$ cat src/rtl/spi_frame_master.sv
// spi_frame_master
// SPI initiator (mode 1: CPOL=0, CPHA=1, MSB first) that sends one fixed-width
// frame per accepted request and captures the MISO response. MOSI changes on
// the SCLK rising edge. MISO is sampled in the cycle where SCLK falls.
//
// Parameters
//   MSB     frame width in bits (2..32)
//   CLKDIV  clk cycles per SCLK half-period (>= 1)
//
// Ports
//   clk, rst_n    system clock, asynchronous active-low reset
//   start         frame request, only looked at while busy = 0
//   tx_data       frame to send, latched when start is accepted
//   use_special   latched when start is accepted; drives special_n with cs_n
//   busy          high from the accepted start to the end of the gap after cs_n rises
//   done          one-cycle pulse when rx_data updates
//   rx_data       captured MISO bits, first-received bit in the MSB
//   sclk, cs_n, special_n, mosi, miso   SPI port
//
// state      | meaning
// -----------+------------------------------------------------------
// S_IDLE     | waiting for start, busy = 0
// S_SETUP    | cs_n low, sclk low, CS-to-first-edge setup time
// S_SHIFT_HI | sclk high, mosi carries the current bit
// S_SHIFT_LO | sclk low, MISO bit captured when this state is entered
// S_HOLD     | cs_n low, sclk low, CS hold time after the last fall
// S_GAP      | cs_n high, busy still 1, minimum time between frames
`timescale 1ns/1ps
module spi_frame_master #(
    parameter int MSB    = 16,
    parameter int CLKDIV = 4
) (
    input  logic           clk,
    input  logic           rst_n,
    input  logic           start,
    input  logic [MSB-1:0] tx_data,
    input  logic           use_special,
    output logic           busy,
    output logic           done,
    output logic [MSB-1:0] rx_data,
    output logic           sclk,
    output logic           cs_n,
    output logic           special_n,
    output logic           mosi,
    input  logic           miso
);

    localparam int TW = (CLKDIV > 1) ? $clog2(CLKDIV) : 1;
    localparam int CW = $clog2(MSB + 1);
    localparam logic [TW-1:0] TMR_LOAD = TW'(CLKDIV - 1);
    localparam logic [CW-1:0] BIT_LAST = CW'(MSB);

    typedef enum logic [2:0] {
        S_IDLE,
        S_SETUP,
        S_SHIFT_HI,
        S_SHIFT_LO,
        S_HOLD,
        S_GAP
    } state_t;

    state_t         r_state;
    logic [TW-1:0]  r_tmr;
    logic [CW-1:0]  r_bit_cnt;
    logic [MSB-1:0] r_tx;
    logic [MSB-1:0] r_rx;
    logic           w_tmr_done;

    // Every state lasts exactly CLKDIV cycles. The timer is loaded with CLKDIV-1
    // on state entry and the state exits when it reaches zero.
    assign w_tmr_done = (r_tmr == '0);

    always_ff @(posedge clk or negedge rst_n) begin
        if (!rst_n) begin
            r_state   <= S_IDLE;
            r_tmr     <= '0;
            r_bit_cnt <= '0;
            r_tx      <= '0;
            r_rx      <= '0;
            busy      <= 1'b0;
            done      <= 1'b0;
            rx_data   <= '0;
            sclk      <= 1'b0;
            cs_n      <= 1'b1;
            special_n <= 1'b1;
            mosi      <= 1'b0;
        end else begin
            done <= 1'b0;
            case (r_state)
                S_IDLE: begin
                    if (start) begin
                        r_state   <= S_SETUP;
                        r_tmr     <= TMR_LOAD;
                        r_tx      <= tx_data;
                        r_rx      <= '0;
                        r_bit_cnt <= '0;
                        busy      <= 1'b1;
                        cs_n      <= 1'b0;
                        // special_n tracks cs_n for the whole frame, so the
                        // latched use_special flag is kept here as its level.
                        special_n <= ~use_special;
                    end
                end
                S_SETUP: begin
                    if (w_tmr_done) begin
                        r_state <= S_SHIFT_HI;
                        r_tmr   <= TMR_LOAD;
                        sclk    <= 1'b1;
                        mosi    <= r_tx[MSB-1];
                        r_tx    <= {r_tx[MSB-2:0], 1'b0};
                    end else begin
                        r_tmr <= r_tmr - TW'(1);
                    end
                end
                S_SHIFT_HI: begin
                    if (w_tmr_done) begin
                        r_state   <= S_SHIFT_LO;
                        r_tmr     <= TMR_LOAD;
                        sclk      <= 1'b0;
                        r_rx      <= {r_rx[MSB-2:0], miso};
                        r_bit_cnt <= r_bit_cnt + CW'(1);
                    end else begin
                        r_tmr <= r_tmr - TW'(1);
                    end
                end
                S_SHIFT_LO: begin
                    if (w_tmr_done) begin
                        r_tmr <= TMR_LOAD;
                        if (r_bit_cnt < BIT_LAST) begin
                            r_state <= S_SHIFT_HI;
                            sclk    <= 1'b1;
                            mosi    <= r_tx[MSB-1];
                            r_tx    <= {r_tx[MSB-2:0], 1'b0};
                        end else begin
                            // mosi keeps the last bit through HOLD
                            r_state <= S_HOLD;
                        end
                    end else begin
                        r_tmr <= r_tmr - TW'(1);
                    end
                end
                S_HOLD: begin
                    if (w_tmr_done) begin
                        r_state   <= S_GAP;
                        r_tmr     <= TMR_LOAD;
                        cs_n      <= 1'b1;
                        special_n <= 1'b1;
                        mosi      <= 1'b0;
                        rx_data   <= r_rx;
                        done      <= 1'b1;
                    end else begin
                        r_tmr <= r_tmr - TW'(1);
                    end
                end
                S_GAP: begin
                    if (w_tmr_done) begin
                        r_state <= S_IDLE;
                        busy    <= 1'b0;
                    end else begin
                        r_tmr <= r_tmr - TW'(1);
                    end
                end
                default: begin
                    r_state <= S_IDLE;
                end
            endcase
        end
    end

endmodule

$ cat config.mk
export PLATFORM = sky130hd
export DESIGN_NAME = spi_frame_master
export DESIGN_NICKNAME = d
export VERILOG_FILES = /design/src/rtl/spi_frame_master.sv
export SDC_FILE = /design/constraint.sdc
export NUM_CORES = 1
export LEC_CHECK = 0
export ABC_AREA = 1
export BUFFER_PORTS_ARGS = -buffer_cell sky130_fd_sc_hd__buf_4
export CAP_MARGIN = 40
export CORE_MARGIN = 3
export CORE_UTILIZATION = 51
export CTS_BUF_LIST = sky130_fd_sc_hd__clkbuf_8 sky130_fd_sc_hd__clkbuf_16
export DETAILED_ROUTE_END_ITERATION = 8
export PLACE_DENSITY = 0.77
export RECOVER_POWER = 50
export SYNTH_ARGS = -nofsm -noshare
export SYNTH_HDL_FRONTEND = slang
export SYNTH_SLANG_ARGS = --single-unit
export TNS_END_PERCENT = 30
$ cat constraint.sdc
create_clock -name clk -period 1.41 [get_ports clk]
set_input_delay 0.423 -clock clk [delete_from_list [all_inputs] [get_ports clk]]
set_output_delay 0.423 -clock clk [all_outputs]
set_load 0.01 [all_outputs]
; ---- After elaboration in Yosys (flattened, before gate mapping)
; Cells that the tools add are included.
[word_totals]
regBits = 64
inputBits = 21
out_inout_bits = 22
word_cells = 88
[classes]
add_sub_neg = 2
magnitude_cmp = 1
n_eq_ne = 13
muxes = 40
bitwise = 1
n_reduce_logical = 19
[ops]
columns = operator, n
row1 = $mux W16, 6
row2 = $pmux W16 S3, 1
row3 = $pmux W16 S2, 1
row4 = $mux W3, 7
row5 = $pmux W3 S6, 1
row6 = $ne A2 B2 Y1 const B, 8
row7 = $reduce_and A5 Y1, 3
row8 = $mux W1, 12
row9 = $reduce_and A3 Y1, 4
row10 = $reduce_bool A3 Y1, 4
row11 = $mux W5, 2
row12 = $pmux W5 S2, 1
row13 = $eq A3 B2 Y1 const B, 2
row14 = $eq A3 B3 Y1 const B, 2
row15 = $mux W2, 3
row16 = $pmux W1 S2, 3
row17 = $pmux W1 S3, 2
row18 = $pmux W2 S3, 1
row19 = $reduce_and A6 Y1, 1
row20 = $reduce_bool A2 Y1, 3
row21 = $add A5 B1 Y5 const B, 1
row22 = $lt A5 B5 Y1 const B, 1
row23 = $reduce_or A4 Y1, 1
row24 = $eq A3 B1 Y1 const B, 1
row25 = 5 further kinds, 5

; ---- Depth between registers and ports, before layout
[logic_depth]
ltp_word = 4
depth_mapped = 9
ltp_nobuf = 8

; ---- Worst setup path after synthesis
; OpenSTA, ideal clock, no wires.
[synth_path]
kind = flip-flop to flip-flop
start = reg r_tmr[0]
end = reg r_tx[12]
arrival_time_ns = 1.446
path_slack_ns = -0.153
path_stages_with_launch = 9
period_less_slack_ns = 1.563
cell_sequence = dfrtp_1 inv_1 ha_1 clkbuf_1 nor3_2 nor2_8 buf_4 nand3_1 nand2_1
[synth_via]
elab_chain_cells = 3
[synth_rtl]
columns = element, line
row1 = "start, declared", 63  ; logic [TW-1:0] r_tmr;
row2 = "start signal, assigned", 112  ; r_tmr <= r_tmr - TW'(1);
row3 = "start signal, assigned", 123  ; r_tmr <= r_tmr - TW'(1);
row4 = "start signal, assigned", 139  ; r_tmr <= r_tmr - TW'(1);
row5 = $logic_not A2 Y1 *, 71  ; assign w_tmr_done = (r_tmr == '0);
row6 = $ne A2 B2 Y1 (no line), n/a
row7 = $reduce_and A5 Y1 (no line) *, n/a
row8 = "end signal, assigned", 94  ; r_tx <= tx_data;
row9 = "end signal, assigned", 110  ; r_tx <= {r_tx[MSB-2:0], 1'b0};
row10 = "end signal, assigned", 133  ; r_tx <= {r_tx[MSB-2:0], 1'b0};
row11 = "end, declared", 65  ; logic [MSB-1:0] r_tx;
; Mark *: on every way between the ends. The rest lies on a longest branch, timed or not.
; A chain may end at the register's enable or synchronous reset.

; ---- Final worst setup path
[layout_path]
start = reg r_state[1]
end = reg r_tx[14]
[layout_via]
elab_chain_cells = 3
[layout_rtl]
columns = element, line
row1 = "start, declared", 62  ; state_t r_state;
row2 = "start signal, assigned", 75  ; r_state <= S_IDLE;
row3 = "start signal, assigned", 92  ; r_state <= S_SETUP;
row4 = "start signal, assigned", 106  ; r_state <= S_SHIFT_HI;
row5 = $eq A3 B2 Y1 (tied with other cells), 89  ; case (r_state)
row6 = $ne A2 B2 Y1 (no line) or $reduce_bool A3 Y1 (tied branches), n/a
row7 = $reduce_and A5 Y1 (no line), n/a
; Several ways; a longest one is shown, not always the timed one.

==> flow_summary.json <==
{
  "status": "finished clean",
  "multi_input_area_mm2": 0.00121,
  "maxSlewViolCount": 0,
  "dieArea_mm2": 0.00678,
  "finalClockSkew_ns": 0.00856,
  "pin_count": 43,
  "ir_drop_v": 0.000955,
  "final_cell_mix": "nand2_1 (135), dfrtp_1 (60), buf_4 (54)",
  "maxSlewHeadroom_pct": 61.0,
  "ant_nets": 0,
  "drive_gt1_share_pct": 25.3,
  "initial_core_util_pct": 53.3,
  "ys_warn_count": 0,
  "antenna_found_initial": 0,
  "min_period_ns": 1.40,
  "synthesis.nets": 382,
  "worstSetupStartpointType": "flip-flop",
  "synth_area_per_cell_um2": 8.28,
  "grt_pass1_wl_um": 10800,
  "die_h_um": 82.4,
  "synth-seq-cells": 64,
  "post-route-util_pct": 68.2,
  "hold_viol": 0,
  "cpMostUsedCell": "nand2_1",
  "path_clk_slew_ns": 0.07,
  "ys.flop_type": "dfrtp_1",
  "mappedNetlistArea_mm2": 0.00297,
  "ys_types": 29,
  "areaGrowthSynthToFinish_pct": 27.8,
  "num-fill-cells": 449,
  "holdWs_ns": 0.344,
  "crit_family": "flip-flops",
  "slowest_delay_ns": 0.46,
  "synth_edf_count": 0,
  "drc": 0,
  "p_leak_nw": 1.98,
  "detailed_place_hpwl_um": 4460,
  "layout.nets": 445,
  "syn_inst": 359,
  "overflow": 0,
  "min_path_type": "input port to flip-flop",
  "tightestPinTransition_ns": 0.585,
  "synthArstFlopShare_pct": 100,
  "via_count": 2524,
  "layout_commonest_cell": "nand2_1",
  "crit_type": "flip-flop to flip-flop",
  "root_buffer": "clkbuf_8",
  "rsz0062_at_grt": "true",
  "fin_crit_sh_pct": 99.5,
  "ys_seq_area_share_pct": 54.0,
  "path_cells": "nor2_4 > buf_4 > a21oi_4 > buf_6 > nand2_8 > nand2_1 > nand2_1",
  "dr.pass1.iters": 4,
  "worstSetupEndpointType": "flip-flop",
  "ff_latch_area_mm2": 0.00161,
  "gp_congestion": 0.878,
  "drt_wl_total_um": 6570,
  "clockBufferDepth": 2,
  "arrival_ns": 1.63,
  "htree_levels": 3,
  "num_rows": 27,
  "power.density_mw_per_mm2": 1830,
  "fmax_mhz": 712,
  "tritoncts": "done",
  "n_antenna_cell": 0,
  "clk_latency_ns": 0.34,
  "cp_slowest_cell": "dfrtp_2",
  "clock_sinks": 64,
  "setup_viol": 0,
  "viasPerCell": 5.06,
  "core-area_mm2": 0.00557,
  "max_cap_viol_count": 0,
  "grt_pass1_vias": 2383,
  "numCtsBuffers": 9,
  "die_w_um": 82.4,
  "first_iter_violations": 132,
  "io_buffers": 42,
  "avgRoutedWirePerCell_um": 13.2,
  "grt_max_degree": 43,
  "track_usage_pct": 21.4,
  "cp.buffers_inverters": 2,
  "cp.required_ns": 1.64,
  "path_max_fanout": 17
}
==> where the power goes <==
part           switching [mW]  leakage (nW)  internal (mW)
sequential              0.231         0.845           2.20
clock                   0.714         0.103          0.855
combinational            1.77          1.03           1.20
==> per-layer routing <==
| metal | track usage, % | share of wire, % | routed length [µm] | up-vias |
|---|---|---|---|---|
| li1 | - | - | - | 1266 |
| met1 | 26.6 | 44 | 2890 | 1191 |
| met2 | 36.1 | 51 | 3330 | 59 |
| met3 | 4.23 | 4.5 | 293 | 8 |
| met4 | 9.47 | 0.93 | 61 | 0 |
| met5 | 0 | 0 | 0 | - |
==> flip-flops by register name, summed over array words and instances (netlist names) <==
register and cells:
mosi 1, cs_n 1, sclk 1, r_tx 16, r_state 3, special_n 1
r_tmr 2, r_rx 16, r_bit_cnt 5, rx_data 16, busy 1, done 1
==> cell families (layout without fill, tap and decap cells) <==
logic type,Yosys count,after routing,share of synthesized area [%]
simple gates,201,201,29.9
compound gates,41,41,7.45
buf+inv,48,116,6.94
fa+ha+maj,2,2,0.842
flops,64,64,54.0
xor+xnor,3,3,0.884
==> Yosys cell counts (3+ instances only) <==
| library cell | number | area (µm²) |
|---|---|---|
| o21ai_0 | 30 | 150 |
| clkbuf_1 | 6 | 22.5 |
| dfrtp_1 | 62 | 1550 |
| buf_2 | 6 | 30.0 |
| nand3_2 | 3 | 30.0 |
| nand2_1 | 136 | 510 |
| o21ai_1 | 7 | 35.0 |
| nand3_1 | 43 | 215 |
| nor2_1 | 8 | 30.0 |
| buf_4 | 3 | 22.5 |
| inv_1 | 30 | 113 |
==> tightest hold or removal path: cells and delay by family <==
kind / cells / cell delay [ns]
buffers and inverters: 2 / 0.14
AOI/OAI and AO/OA: 1 / 0.07
==> final cells by class <==
type | count | area share (%)
clock buffers | 10 | 3.62
clock inverters | 6 | 1.58
inverters | 32 | 3.23
multi-input cells | 247 | 31.8
flip-flops and latches | 64 | 42.3
well taps | 72 | 2.37
repair buffers | 68 | 15.1
==> stage by stage <==
stage,cells,worst slack (ns),power [mW],instance area (µm²),TNS (ns)
after floorplan,359,0.00405,4.34,2980,0
after global placement,475,-0.0476,4.89,3460,-0.685
after detailed placement,475,-0.117,5.00,3460,-1.39
after CTS,496,-0.00826,6.80,3730,-0.00826
after global routing,499,-0.0780,7.51,3800,-1.45
final,499,0.00638,6.97,3800,0
==> final timing paths <==
check,from,to,slack (ns),cells past startpoint
worst max-delay path,r_state[1]$_DFFE_PN0P_,r_tx[14]$_DFFE_PN0P_,0.006,7
worst min-delay path,miso,r_rx[0]$_DFFE_PN0P_,0.34,3
worst max register to register,r_state[1]$_DFFE_PN0P_,r_tx[14]$_DFFE_PN0P_,0.006,7
worst min register to register,cs_n$_DFFE_PN1P_,cs_n$_DFFE_PN1P_,0.47,2
max in group asynchronous,rst_n,r_tx[9]$_DFFE_PN0P_,0.16,3
min in group asynchronous,rst_n,rx_data[4]$_DFFE_PN0P_,0.64,2
==> what timing repair did <==
action	in CTS	in global routing
pin swaps	3	4
hold buffers	1	0
gates resized for setup	9	18
hold endpoints to repair	20	0
endpoints found under the setup margin	24	47
buffers inserted	4	3
(Power assumes the default switching activity.)
